==> config.mk <==
export PLATFORM = sky130hd
export DESIGN_NAME = fsm_input_debounce
export DESIGN_NICKNAME = d
export VERILOG_FILES = /design/src/rtl/fsm_pkg.sv /design/src/rtl/sync_chain.sv /design/src/rtl/fsm_input_debounce.sv
export SDC_FILE = /design/constraint.sdc
export NUM_CORES = 1
export LEC_CHECK = 0
export ABC_AREA = 1
export CELL_PAD_IN_SITES_DETAIL_PLACEMENT = 1
export CELL_PAD_IN_SITES_GLOBAL_PLACEMENT = 1
export CORE_AREA = 3 3 40 42
export CTS_CLUSTER_SIZE = 25
export DETAILED_ROUTE_END_ITERATION = 8
export DIE_AREA = 0 0 43 45
export PLACE_DENSITY = 0.61
export SETUP_SLACK_MARGIN = 0.4
export SYNTH_ARGS = -nofsm -noshare
export SYNTH_HDL_FRONTEND = slang
export SYNTH_SLANG_ARGS = --single-unit
export TNS_END_PERCENT = 5
==> constraint.sdc <==
create_clock -name clk -period 3.23 [get_ports clk]
set_clock_uncertainty 0.1 [all_clocks]
set_input_delay 0.8075 -clock clk [delete_from_list [all_inputs] [get_ports clk]]
set_output_delay 0.8075 -clock clk [all_outputs]
set_load 0.1 [all_outputs]
==> src/rtl/fsm_pkg.sv <==
// Shared types and default constants for the input debouncer and the sequence FSMs it feeds.
package fsm_pkg;

  typedef enum logic [1:0] {
    S_LOW  = 2'd0,
    S_RISE = 2'd1,
    S_HIGH = 2'd2,
    S_FALL = 2'd3
  } deb_state_t;

  localparam int SYNC_STAGES_DEF     = 2;
  localparam int DEBOUNCE_CYCLES_DEF = 4;

endpackage

==> src/rtl/sync_chain.sv <==
// Generic N-flop synchroniser: d is shifted through STAGES flops and leaves as q.
module sync_chain #(
  parameter int STAGES = 2
) (
  input  logic clk,
  input  logic reset,
  input  logic d,
  output logic q
);

  logic [STAGES-1:0] s_q;

  always_ff @(posedge clk) begin
    if (reset) begin
      s_q <= '0;
    end else begin
      s_q <= {s_q[STAGES-2:0], d};
    end
  end

  assign q = s_q[STAGES-1];

endmodule

==> src/rtl/fsm_input_debounce.sv <==
// Synchronises and debounces a raw pin into a clean level X with one-cycle rise/fall pulses.
module fsm_input_debounce
  import fsm_pkg::*;
#(
  parameter int SYNC_STAGES     = SYNC_STAGES_DEF,
  parameter int DEBOUNCE_CYCLES = DEBOUNCE_CYCLES_DEF
) (
  input  logic clk,
  input  logic reset,
  input  logic din,
  output logic X,
  output logic rise,
  output logic fall
);

  localparam int               CNT_W    = $clog2(DEBOUNCE_CYCLES) + 1;
  localparam logic [CNT_W-1:0] CNT_LAST = CNT_W'(DEBOUNCE_CYCLES - 1);
  localparam logic [CNT_W-1:0] CNT_ONE  = CNT_W'(1);

  logic             sq;
  deb_state_t       state_q, state_d;
  logic [CNT_W-1:0] cnt_q, cnt_d;
  logic             x_q, rise_q, fall_q;
  logic             rise_d, fall_d;

  sync_chain #(.STAGES(SYNC_STAGES)) u_sync (
    .clk   (clk),
    .reset (reset),
    .d     (din),
    .q     (sq)
  );

  // cnt counts consecutive samples agreeing with the candidate level; it is
  // reloaded on every state entry so it can never pass CNT_LAST.
  always_comb begin
    state_d = state_q;
    cnt_d   = cnt_q;
    rise_d  = 1'b0;
    fall_d  = 1'b0;
    unique case (state_q)
      S_LOW: begin
        if (sq) begin
          state_d = S_RISE;
          cnt_d   = CNT_ONE;
        end
      end
      S_RISE: begin
        if (!sq) begin
          state_d = S_LOW;
          cnt_d   = '0;
        end else if (cnt_q == CNT_LAST) begin
          state_d = S_HIGH;
          cnt_d   = '0;
          rise_d  = 1'b1;
        end else begin
          cnt_d = cnt_q + CNT_ONE;
        end
      end
      S_HIGH: begin
        if (!sq) begin
          state_d = S_FALL;
          cnt_d   = CNT_ONE;
        end
      end
      S_FALL: begin
        if (sq) begin
          state_d = S_HIGH;
          cnt_d   = '0;
        end else if (cnt_q == CNT_LAST) begin
          state_d = S_LOW;
          cnt_d   = '0;
          fall_d  = 1'b1;
        end else begin
          cnt_d = cnt_q + CNT_ONE;
        end
      end
      default: begin
        state_d = S_LOW;
        cnt_d   = '0;
      end
    endcase
  end

  // X is registered from the next state so it equals the Moore decode of
  // state_q while changing only just after the clock edge.
  always_ff @(posedge clk) begin
    if (reset) begin
      state_q <= S_LOW;
      cnt_q   <= '0;
      x_q     <= 1'b0;
      rise_q  <= 1'b0;
      fall_q  <= 1'b0;
    end else begin
      state_q <= state_d;
      cnt_q   <= cnt_d;
      x_q     <= (state_d == S_HIGH) || (state_d == S_FALL);
      rise_q  <= rise_d;
      fall_q  <= fall_d;
    end
  end

  assign X    = x_q;
  assign rise = rise_q;
  assign fall = fall_q;

endmodule

# == Word-level counts from Yosys, hierarchy flattened ==
# Index checks and enable logic that the tools add are counted.
# word_totals
ff_bits,10
inputBits,3
out_inout_bits,3
wordCells,37
# op_classes
add_sub_neg,1
n_eq_ne,8
muxes,14
bitwise_logic,3
n_reduce_logical,5
# op_table
cell,count
$mux W3,5
$mux W2,6
$pmux W3 S4,1
$eq A2 B2 Y1 const B,4
$pmux W2 S4,1
$reduce_or A3 Y1,2
$add A3 B1 Y3 const B,1
$eq A3 B2 Y1 const B,1
$not A1 Y1,3
$eq A2 B1 Y1 const B,1
$logic_not A2 Y1,1
$ne A2 B1 Y1 const B,1
$ne A2 B2 Y1 const B,1
$reduce_and A2 Y1,1
$logic_or A1 B1 Y1,1
$mux W1,1

# == Logic depth before layout (Yosys ltp) ==
# Gate-level depths: netlist of the first run.
# logic_depth
ltp_word,6
ltp_mapped,6
depth_no_buf,6

# == Cells and area by module ==
# From an unflattened synthesis of the first run, not the netlist that was laid out.
# hier_totals
hier_cells,44
hier_area_um2,339.1
# by_module_without_submodules
mod,instances,cells_each,area_per_inst_um2,seq_area_each_um2
fsm_input_debounce,1,38,284.0,140.1
sync_chain,1,6,55.1,40.0

# == Worst setup path after synthesis of the first run ==
# No wires, ideal clock.
# synth_path
path_type,register to output
start,register x_q (netlist: X)
end,output port X
t_arrival_ns,0.956
required_ns,2.322
setup_slack_ns,1.367
path_stages_with_launch,1
n_path_buf,0
path_cell_list,dfxtp_1
# synth_lines
item,line_no,source
from (decl),fsm_input_debounce.sv:23,"logic x_q, rise_q, fall_q;"
from (signal assigned),fsm_input_debounce.sv:96,x_q <= (state_d == S_HIGH) || (state_d == S_FALL);
to (decl),fsm_input_debounce.sv:11,"output logic X,"
# No word-level cell between the ends.

# == Final worst setup path of the first run ==
# layout_path
start,register x_q (netlist: X)
end,output port X
# No word-level cell between the ends.

==> out/qor.txt, run 1 <==
CTS tree = yes
TritonRoute pass-1 iters = 2
top area cells in the synthesized netlist = dfxtp_1 53%, nand2_1 11%, inv_1 8.8%
first-pass GRT wire length = 1.20 mm
final hold violations = 0
Mapped Avg Cell Area = 7.59 um2
Antenna diodes = 0
top-count cell post-synth = nand2_1
outcome = finished, final reports clean
DR vias = 301
DR vias/cell = 4.36
IO buf count = 5
Worst-Margin Slew = 265 ps
clock root cell = clkbuf_4
most frequent cells after synthesis = 10 x nand2_1, 9 x dfxtp_1, 8 x inv_1
Sequential Power Share = 55.2%
Crit path max-delay family = flip-flops
Fill cells = 169
worst setup path category = flip-flop to output port
cell count after synthesis = 45
maximum fanout along the worst path = 4
drc violations = 0
TritonCTS buffer count = 3
sequential share of the synthesized area = 52.7%
Starting Density = 26.6%
Worst slew margin = 82.2%
Final Setup Violations = 0
Clock Sinks = 9
worst setup path startpoint = X
Yosys top cell by area = dfxtp_1
synthesized area = 342 um2
critical path's largest stage delay = 360 ps
CP arrival = 920 ps
CP required = 2320 ps
maximum vdd drop = 0.103 mV
Post-DP Area = 403 um2
Ys Warns = 0
post-CTS sizing = 0
Slowest cell on crit path = dfxtp_1
post-CTS setup buffer count = 0
Sw Pwr = 0.0433 mW
Hold Slack = 303 ps
initial antenna violation count = 0
P_int = 0.165 mW
worst path cell trace = buf_4
critical path capture point type = output port
die footprint = 1940 um2
async set-reset flop share out of synthesis = 0%
CP bufs+invs = 1
H-tree depth = 1
clock share of power = 40.3%
Startpoint Class = flip-flop
power share of the combinational group = 4.5%
vias in the first global route = 292
Lkg Pwr = 0.190 nW
setup TNS = 0 ps
hold-fix buffers at CTS = 0
Final period util = 56.6%
ratio of cells with drive above 1 in the final layout = 13.0%
Tmin final = 1830 ps
Sw Share = 20.8%
#FFs+latches synth = 9
total gr overflow = 0
max-cap violations = 0
WL/cell = 10.5 um
GP Congestion = 0.675
Clock Latency Late Sink = 250 ps
clock transition at the registers of the reported paths = 60 ps
Max Slew Vio Count = 0
number of synthesized flops with an enable pin = 0
Row Count = 13
initial DRC count = 1
clock buffer depth = 2
Routed Antenna Nets = 0
final setup margin = 1400 ps
cell area after layout = 429 um2
Core Area = 1280 um2
# IOs = 6
Synth Net Count = 49
Post-synth top flop = dfxtp_1
RSZ-0062 raised after global routing = false
Die Ht = 45 um
Peak Freq = 547 MHz
area growth from synthesis to layout = 25.6%
total routed wirelength = 723 um
DP HPWL = 569 um
All-Layer GR Usage = 8.51%
post-synth top area share = 52.7%
Total Nets Final = 59
pwr/cell area = 485 nW/um2
Place WS = 1350 ps
hold path start = u_sync.s_q[0]
Crit Reg-Reg Startpoint = cnt_q[0]
Hold/Removal Path Class = flip-flop to flip-flop
Netlist cell types = 11
largest net degree at the start of global routing = 8
Die W = 43 um
## worst paths after layout
kind	to	slack, ps	depth (start not counted)
max reg2reg	X	1990	6
min	u_sync.s_q[1]	300	2
min reg2reg	u_sync.s_q[1]	300	2
max	X	1400	1
## worst min-delay path: stages, from the launching register on
cell,delay [ps]
dfxtp_1,300
inv_1,40
nor2_1,30
## routing by layer
metal	part of all wire, %	global-route usage (%)
met5	0	0
met3	1.9	1.20
met2	44	12.3
met1	52	10.4
met4	2.2	9.04
## cell usage in the layout (no fill, tap or decap)
master / count
clkbuf_1: 1
nor2_1: 5
buf_4: 3
a21oi_1: 4
nand3_1: 2
nor4_1: 2
inv_2: 1
nand4_1: 1
clkbuf_4: 3
o21ai_0: 2
ha_1: 1
nand2_1: 10
inv_1: 8
dfxtp_1: 9
clkdlybuf4s50_1: 2
## area by class of cell
type / count / area (um2) / area share [%]
flip-flops and latches: 9 / 180 / 42.0
multi-input cells: 27 / 128 / 29.7
repair buffers: 5 / 42.5 / 9.91
inverters: 9 / 33.8 / 7.87
clock buffers: 4 / 26.3 / 6.12
well taps: 15 / 18.8 / 4.37
## sequential cells by signal, indices dropped and copies added (netlist names)
name and flops:
cnt_q 3, u_sync.s_q 2, X 1, fall 1, rise 1, state_q 1
## cell families (layout without fill, tap and decap cells)
| logic type | Yosys count | after routing | synth area share [%] |
|---|---|---|---|
| AOI/OAI and AO/OA | 6 | 6 | 8.79 |
| adders and majority gates | 1 | 1 | 3.66 |
| buffers and inverters | 9 | 18 | 9.89 |
| DFF | 9 | 9 | 52.7 |
| and+or+nand+nor | 20 | 20 | 24.9 |
## power groups by stage
stage                     registers [mW]  clock network (mW)  logic, mW
after global routing               0.115              0.0917     0.0109
after global placement             0.117                   0    0.00927
after detailed placement           0.117                   0    0.00947
after CTS                          0.115              0.0888    0.00950
after floorplan                    0.117                   0    0.00489
final                              0.115              0.0839    0.00929
## stage by stage
step / total power [mW] / utilization (%) / std cells
global route: 0.218 / 33.4 / 69
global placement: 0.127 / 31.4 / 65
detailed placement: 0.127 / 31.4 / 65
finish: 0.208 / 33.4 / 69
CTS: 0.213 / 33.4 / 69
floorplan: 0.122 / - / 45
Note: power is estimated with default switching activity, not from simulation.
==> inputs of run 2 (changes only) <==
Clock period 3.23 ns to 1.7 ns, I/O delays scaled along.
==> out/qor.txt, run 2 (synthesized netlist as in run 1, its figures left out) <==
final setup margin = 389 ps (-1010 ps)
All-Layer GR Usage = 10.4% (+1.9 points)
setup TNS = 0 ps (unchanged)
DR vias/cell = 4.53 (+3.8%)
Sw Share = 22.6% (+1.8 points)
Worst slew margin = 84.6% (+2.4 points)
clock buffer depth = 2 (unchanged)
max-cap violations = 0 (unchanged)
clock transition at the registers of the reported paths = 60 ps (about the same)
most common cell after layout, fill and taps aside = nand2_1
Starting Density = 26.6% (unchanged)
clock share of power = 41.8% (+1.5 points)
Routed Antenna Nets = 0 (unchanged)
outcome = finished, final reports clean
RSZ-0062 raised after global routing = true
Die Ht = 45 um (unchanged)
Place WS = 212 ps (-1140 ps)
H-tree depth = 1 (unchanged)
Row Count = 13 (unchanged)
Crit path max-delay family = flip-flops
maximum vdd drop = 0.284 mV (+180%)
hold-fix buffers at CTS = 0 (unchanged)
Crit Reg-Reg Startpoint = X
initial antenna violation count = 0 (unchanged)
max reg flops = 3 (unchanged)
critical path endpoint = X
Slowest cell on crit path = dfxtp_4
depth of the most critical reg-to-reg path = 6 (unchanged)
TritonCTS buffer count = 3 (unchanged)
drc violations = 0 (unchanged)
Fill cells = 149 (-12%)
ratio of cells with drive above 1 in the final layout = 23.6% (+11 points)
final core occ = 38.1% (+4.7 points)
DR vias = 317 (+5.3%)
Top reg by flops = cnt_q
CP arrival = 790 ps (-130 ps)
Clock Sinks = 9 (unchanged)
Antenna diodes = 0 (unchanged)
Sw Pwr = 0.0911 mW (+110%)
critical path's largest stage delay = 360 ps (about the same)
WL/cell = 10.9 um (+4.3%)
Clock Latency Late Sink = 260 ps (about the same)
largest net degree at the start of global routing = 8 (unchanged)
CP bufs+invs = 1 (unchanged)
Hold/Removal Path Class = flip-flop to flip-flop
worst path cell trace = buf_12
total routed wirelength = 765 um (+5.8%)
worst r2r dst = cnt_q[0]
Tmin final = 1310 ps
highest-count cells in the layout ignoring fill and taps = 10 x nand2_1, 8 x inv_1, 6 x dfxtp_1
flop2flop setup slack = 490 ps (-1500 ps)
critical path depth = 1 (unchanged)
critical path capture point type = output port
vias in the first global route = 328 (+12%)
Final period util = 77.1%
TritonRoute pass-1 iters = 2 (unchanged)
worst setup path category = flip-flop to output port
CTS tree = yes
area growth from synthesis to layout = 43.2%
number of cells on the worst hold path = 2 (unchanged)
Peak Freq = 763 MHz
Total Nets Final = 60 (+1.7%)
DP HPWL = 595 um (+4.5%)
GP Congestion = 0.670 (-0.83%)
# IOs = 6 (unchanged)
final hold violations = 0 (unchanged)
P_int = 0.312 mW (+89%)
clock root cell = clkbuf_4
biggest registers after layout = cnt_q x3, u_sync.s_q x2
total gr overflow = 0 (unchanged)
Worst-Margin Slew = 231 ps (-33.9 ps)
first-pass GRT wire length = 1.35 mm (+13%)
power share of the combinational group = 4.5% (about the same)
die footprint = 1940 um2 (unchanged)
IO buf count = 5 (unchanged)
Core Area = 1280 um2 (unchanged)
Lkg Pwr = 0.205 nW (+7.8%)
Max Slew Vio Count = 0 (unchanged)
initial DRC count = 7 (+6)
CP required = 1170 ps (-1150 ps)
worst setup path startpoint = X
Die W = 43 um (unchanged)
Startpoint Class = flip-flop
Final Setup Violations = 0 (unchanged)
maximum fanout along the worst path = 2 (-2)
pwr/cell area = 824 nW/um2 (+70%)
Sequential Power Share = 53.7% (-1.5 points)
## run 2: changes by cell type in the layout (fill, tap and decap cells not counted), sizes merged
cell	change
buf	+1
## run 2: worst min path at each step
stage                  start  slack, ps       endpoint
3_5_place_dp   u_sync.s_q[0]        300  u_sync.s_q[1]
6_report       u_sync.s_q[0]        310  u_sync.s_q[1]
2_1_floorplan  u_sync.s_q[0]        290  u_sync.s_q[1]
4_1_cts        u_sync.s_q[0]        310  u_sync.s_q[1]
5_1_grt        u_sync.s_q[0]        320  u_sync.s_q[1]
3_3_place_gp   u_sync.s_q[0]        310  u_sync.s_q[1]
## run 2: final cells by class
| class | instances | area [um2] | area share, % |
|---|---|---|---|
| sequential | 9 | 186 | 38.1 |
| inverter | 9 | 33.8 | 6.91 |
| tap | 15 | 18.8 | 3.84 |
| timing repair buffer | 6 | 87.6 | 17.9 |
| clock buffer | 4 | 26.3 | 5.37 |
| multi-input combinational | 27 | 136 | 27.9 |
## run 2: per-layer routing
| metal | GRT usage (%) | wire, um | up-vias |
|---|---|---|---|
| met1 | 9.49 | 317 | 142 |
| met2 | 17.7 | 391 | 6 |
| met5 | 0 | 0 | - |
| li1 | - | - | 164 |
| met3 | 3.59 | 17 | 5 |
| met4 | 10.8 | 39 | 0 |
## run 2: stage by stage
| stage | power, mW | hold WS [ps] | cells | area (um2) |
|---|---|---|---|---|
| CTS | 0.413 | 307 | 70 | 480 |
| finish | 0.403 | 306 | 70 | 489 |
| detailed placement | 0.241 | 297 | 65 | 443 |
| global placement | 0.241 | 309 | 65 | 443 |
| floorplan | 0.231 | 288 | 45 | 344 |
| global route | 0.426 | 316 | 70 | 489 |
## run 2: worst register-to-register path: cells and delay by family, from the launching register on
family                 cells  cell delay [ps]
DFF                        1              360
and+or+nand+nor            3              320
AOI/OAI and AO/OA          1              170
buffers and inverters      2              150
## run 2: what timing repair did
item / 4_1_cts / 5_1_grt
resized for setup: 2 / 2
endpoints found under the setup margin: 3 / 8
setup buffers: 1 / 0
## run 2: power by group through the flow
| stage | Clock (mW) | Sequential (mW) | Combinational, mW |
|---|---|---|---|
| after floorplan | 0 | 0.222 | 0.00929 |
| after global placement | 0 | 0.223 | 0.0179 |
| after detailed placement | 0 | 0.223 | 0.0177 |
| after CTS | 0.179 | 0.216 | 0.0178 |
| after global routing | 0.189 | 0.217 | 0.0206 |
| final | 0.169 | 0.216 | 0.0181 |
==> inputs of run 3 (changes only) <==
Clock period 1.7 ns to 1.25 ns, I/O delays scaled along.
==> out/qor.txt, run 3 (synthesized netlist as in run 1, its figures left out) <==
initial antenna violation count = 0 (unchanged)
first-pass GRT wire length = 1.35 mm (-0.52%)
biggest registers after layout = cnt_q x3, u_sync.s_q x2
Core Area = 1280 um2 (unchanged)
All-Layer GR Usage = 9.99% (-0.45 points)
worst path cell trace = buf_12
max-cap violations = 0 (unchanged)
Clock Sinks = 9 (unchanged)
ratio of cells with drive above 1 in the final layout = 41.1% (+17 points)
Lkg Pwr = 0.210 nW (+2.7%)
Top reg by flops = cnt_q
Multi-input gate area = 168 um2 (+23%)
clock buffer depth = 2 (unchanged)
IO buf count = 5 (unchanged)
depth of the most critical reg-to-reg path = 6 (unchanged)
Sequential Area = 191 um2 (+2.7%)
H-tree depth = 1 (unchanged)
Worst-Margin Slew = 291 ps (+59.5 ps)
vias in the first global route = 319 (-2.7%)
drc violations = 0 (unchanged)
pwr/cell area = 1030 nW/um2 (+25%)
WL/cell = 11.5 um (+4.8%)
Fill cells = 154 (+3.4%)
total routed wirelength = 813 um (+6.3%)
highest-count cells in the layout ignoring fill and taps = 7 x inv_1, 6 x nand2_1
GP Congestion = 0.662 (-1.1%)
Routed Antenna Nets = 0 (unchanged)
DP HPWL = 592 um (-0.45%)
GRT busiest layer = met2
number of cells on the worst hold path = 2 (unchanged)
Total Nets Final = 61 (+1.7%)
Startpoint Class = flip-flop
worst setup path category = flip-flop to output port
Power, Total = 0.548 mW (+36%)
maximum vdd drop = 0.575 mV (+100%)
cell area after layout = 533 um2 (+9.0%)
Post-DP Area = 464 um2 (+4.8%)
Slowest cell on crit path = dfxtp_4
Final Setup Violations = 0 (unchanged)
TritonRoute pass-1 iters = 2 (unchanged)
met1 usage = 12.0% (+2.6 points)
Worst slew margin = 80.6% (-4.0 points)
CP arrival = 780 ps (about the same)
Row Count = 13 (unchanged)
die footprint = 1940 um2 (unchanged)
clock root cell = clkbuf_4
critical path's largest stage delay = 360 ps (about the same)
largest net degree at the start of global routing = 8 (unchanged)
Die W = 43 um (unchanged)
Die Ht = 45 um (unchanged)
hold-fix buffers at CTS = 0 (unchanged)
clock transition at the registers of the reported paths = 60 ps (about the same)
Starting Density = 26.6% (unchanged)
Peak Freq = 838 MHz
# IOs = 6 (unchanged)
initial DRC count = 2 (-5)
Clock Latency Late Sink = 260 ps (about the same)
CP required = 840 ps (-330 ps)
Crit path max-delay family = flip-flops
max reg flops = 3 (unchanged)
maximum fanout along the worst path = 2 (unchanged)
Hold Slack = 304 ps (-1.63 ps)
CP bufs+invs = 1 (unchanged)
Final period util = 95.5%
CTS tree = yes
dpl cells = 66 (+1.5%)
Hold/Removal Path Class = flip-flop to flip-flop
TritonCTS buffer count = 3 (unchanged)
critical path depth = 1 (unchanged)
area growth from synthesis to layout = 56.0%
Max Slew Vio Count = 0 (unchanged)
Layout Cells excl Fill = 71 (+1.4%)
DR vias = 320 (+0.95%)
Antenna diodes = 0 (unchanged)
Tmin final = 1190 ps
DR vias/cell = 4.51 (-0.48%)
M3 GR Usage = 4.78% (+1.2 points)
critical path capture point type = output port
final hold violations = 0 (unchanged)
total gr overflow = 0 (unchanged)
RSZ-0062 raised after global routing = true
outcome = finished, final reports clean
most common cell after layout, fill and taps aside = inv_1
routing usage on met2 = 13.8% (-3.9 points)
setup TNS = 0 ps (unchanged)
[run 3: changes by cell type in the layout (fill, tap and decap cells not counted), sizes merged]
cell  before  now
buf        4    5
[run 3: tightest hold or removal path, delay by kind of cell, from the launching register on]
kind	cells	cell delay [ps]
and+or+nand+nor	1	30
buffers and inverters	1	40
DFF	1	300
[run 3: where the power goes]
part,leakage [nW],internal (mW),switching [mW]
combinational,0.119,0.0142,0.0152
clock,0.0150,0.123,0.100
sequential,0.0762,0.289,0.00641
[run 3: per-stage QoR]
stage                     setup slack, ps  utilization (%)
final                                56.6             41.5
after global routing                -3.36             41.5
after CTS                            44.9             38.9
after detailed placement            -30.8             36.1
after global placement              -38.4             36.1
after floorplan                       142                -
[run 3: routing by layer]
layer  up-vias  part of all wire [%]  wire, um
li1        166                     -         -
met1       147                    42       342
met2         5                    53       427
met3         2                   3.1        25
met4         0                   2.3        19
met5         -                     0         0
[run 3: worst paths after layout]
check,startpoint,slack (ps),to
setup reg to reg,cnt_q[0],90,X
hold / removal,u_sync.s_q[0],300,u_sync.s_q[1]
hold reg to reg,u_sync.s_q[0],300,u_sync.s_q[1]
setup / recovery,X,60,X
[run 3: cell type report]
| class | instances | area share (%) |
|---|---|---|
| Inverter | 9 | 6.34 |
| Tap cell | 15 | 3.52 |
| Multi-Input combinational cell | 27 | 31.5 |
| Clock buffer | 4 | 4.93 |
| Sequential cell | 9 | 35.9 |
| Timing Repair Buffer | 7 | 17.8 |
[run 3: repair_timing]
action / in CTS / in global routing
pin swaps: 0 / 2
buffers inserted: 1 / 0
gates resized for setup: 2 / 8
setup endpoints to repair: 12 / 12
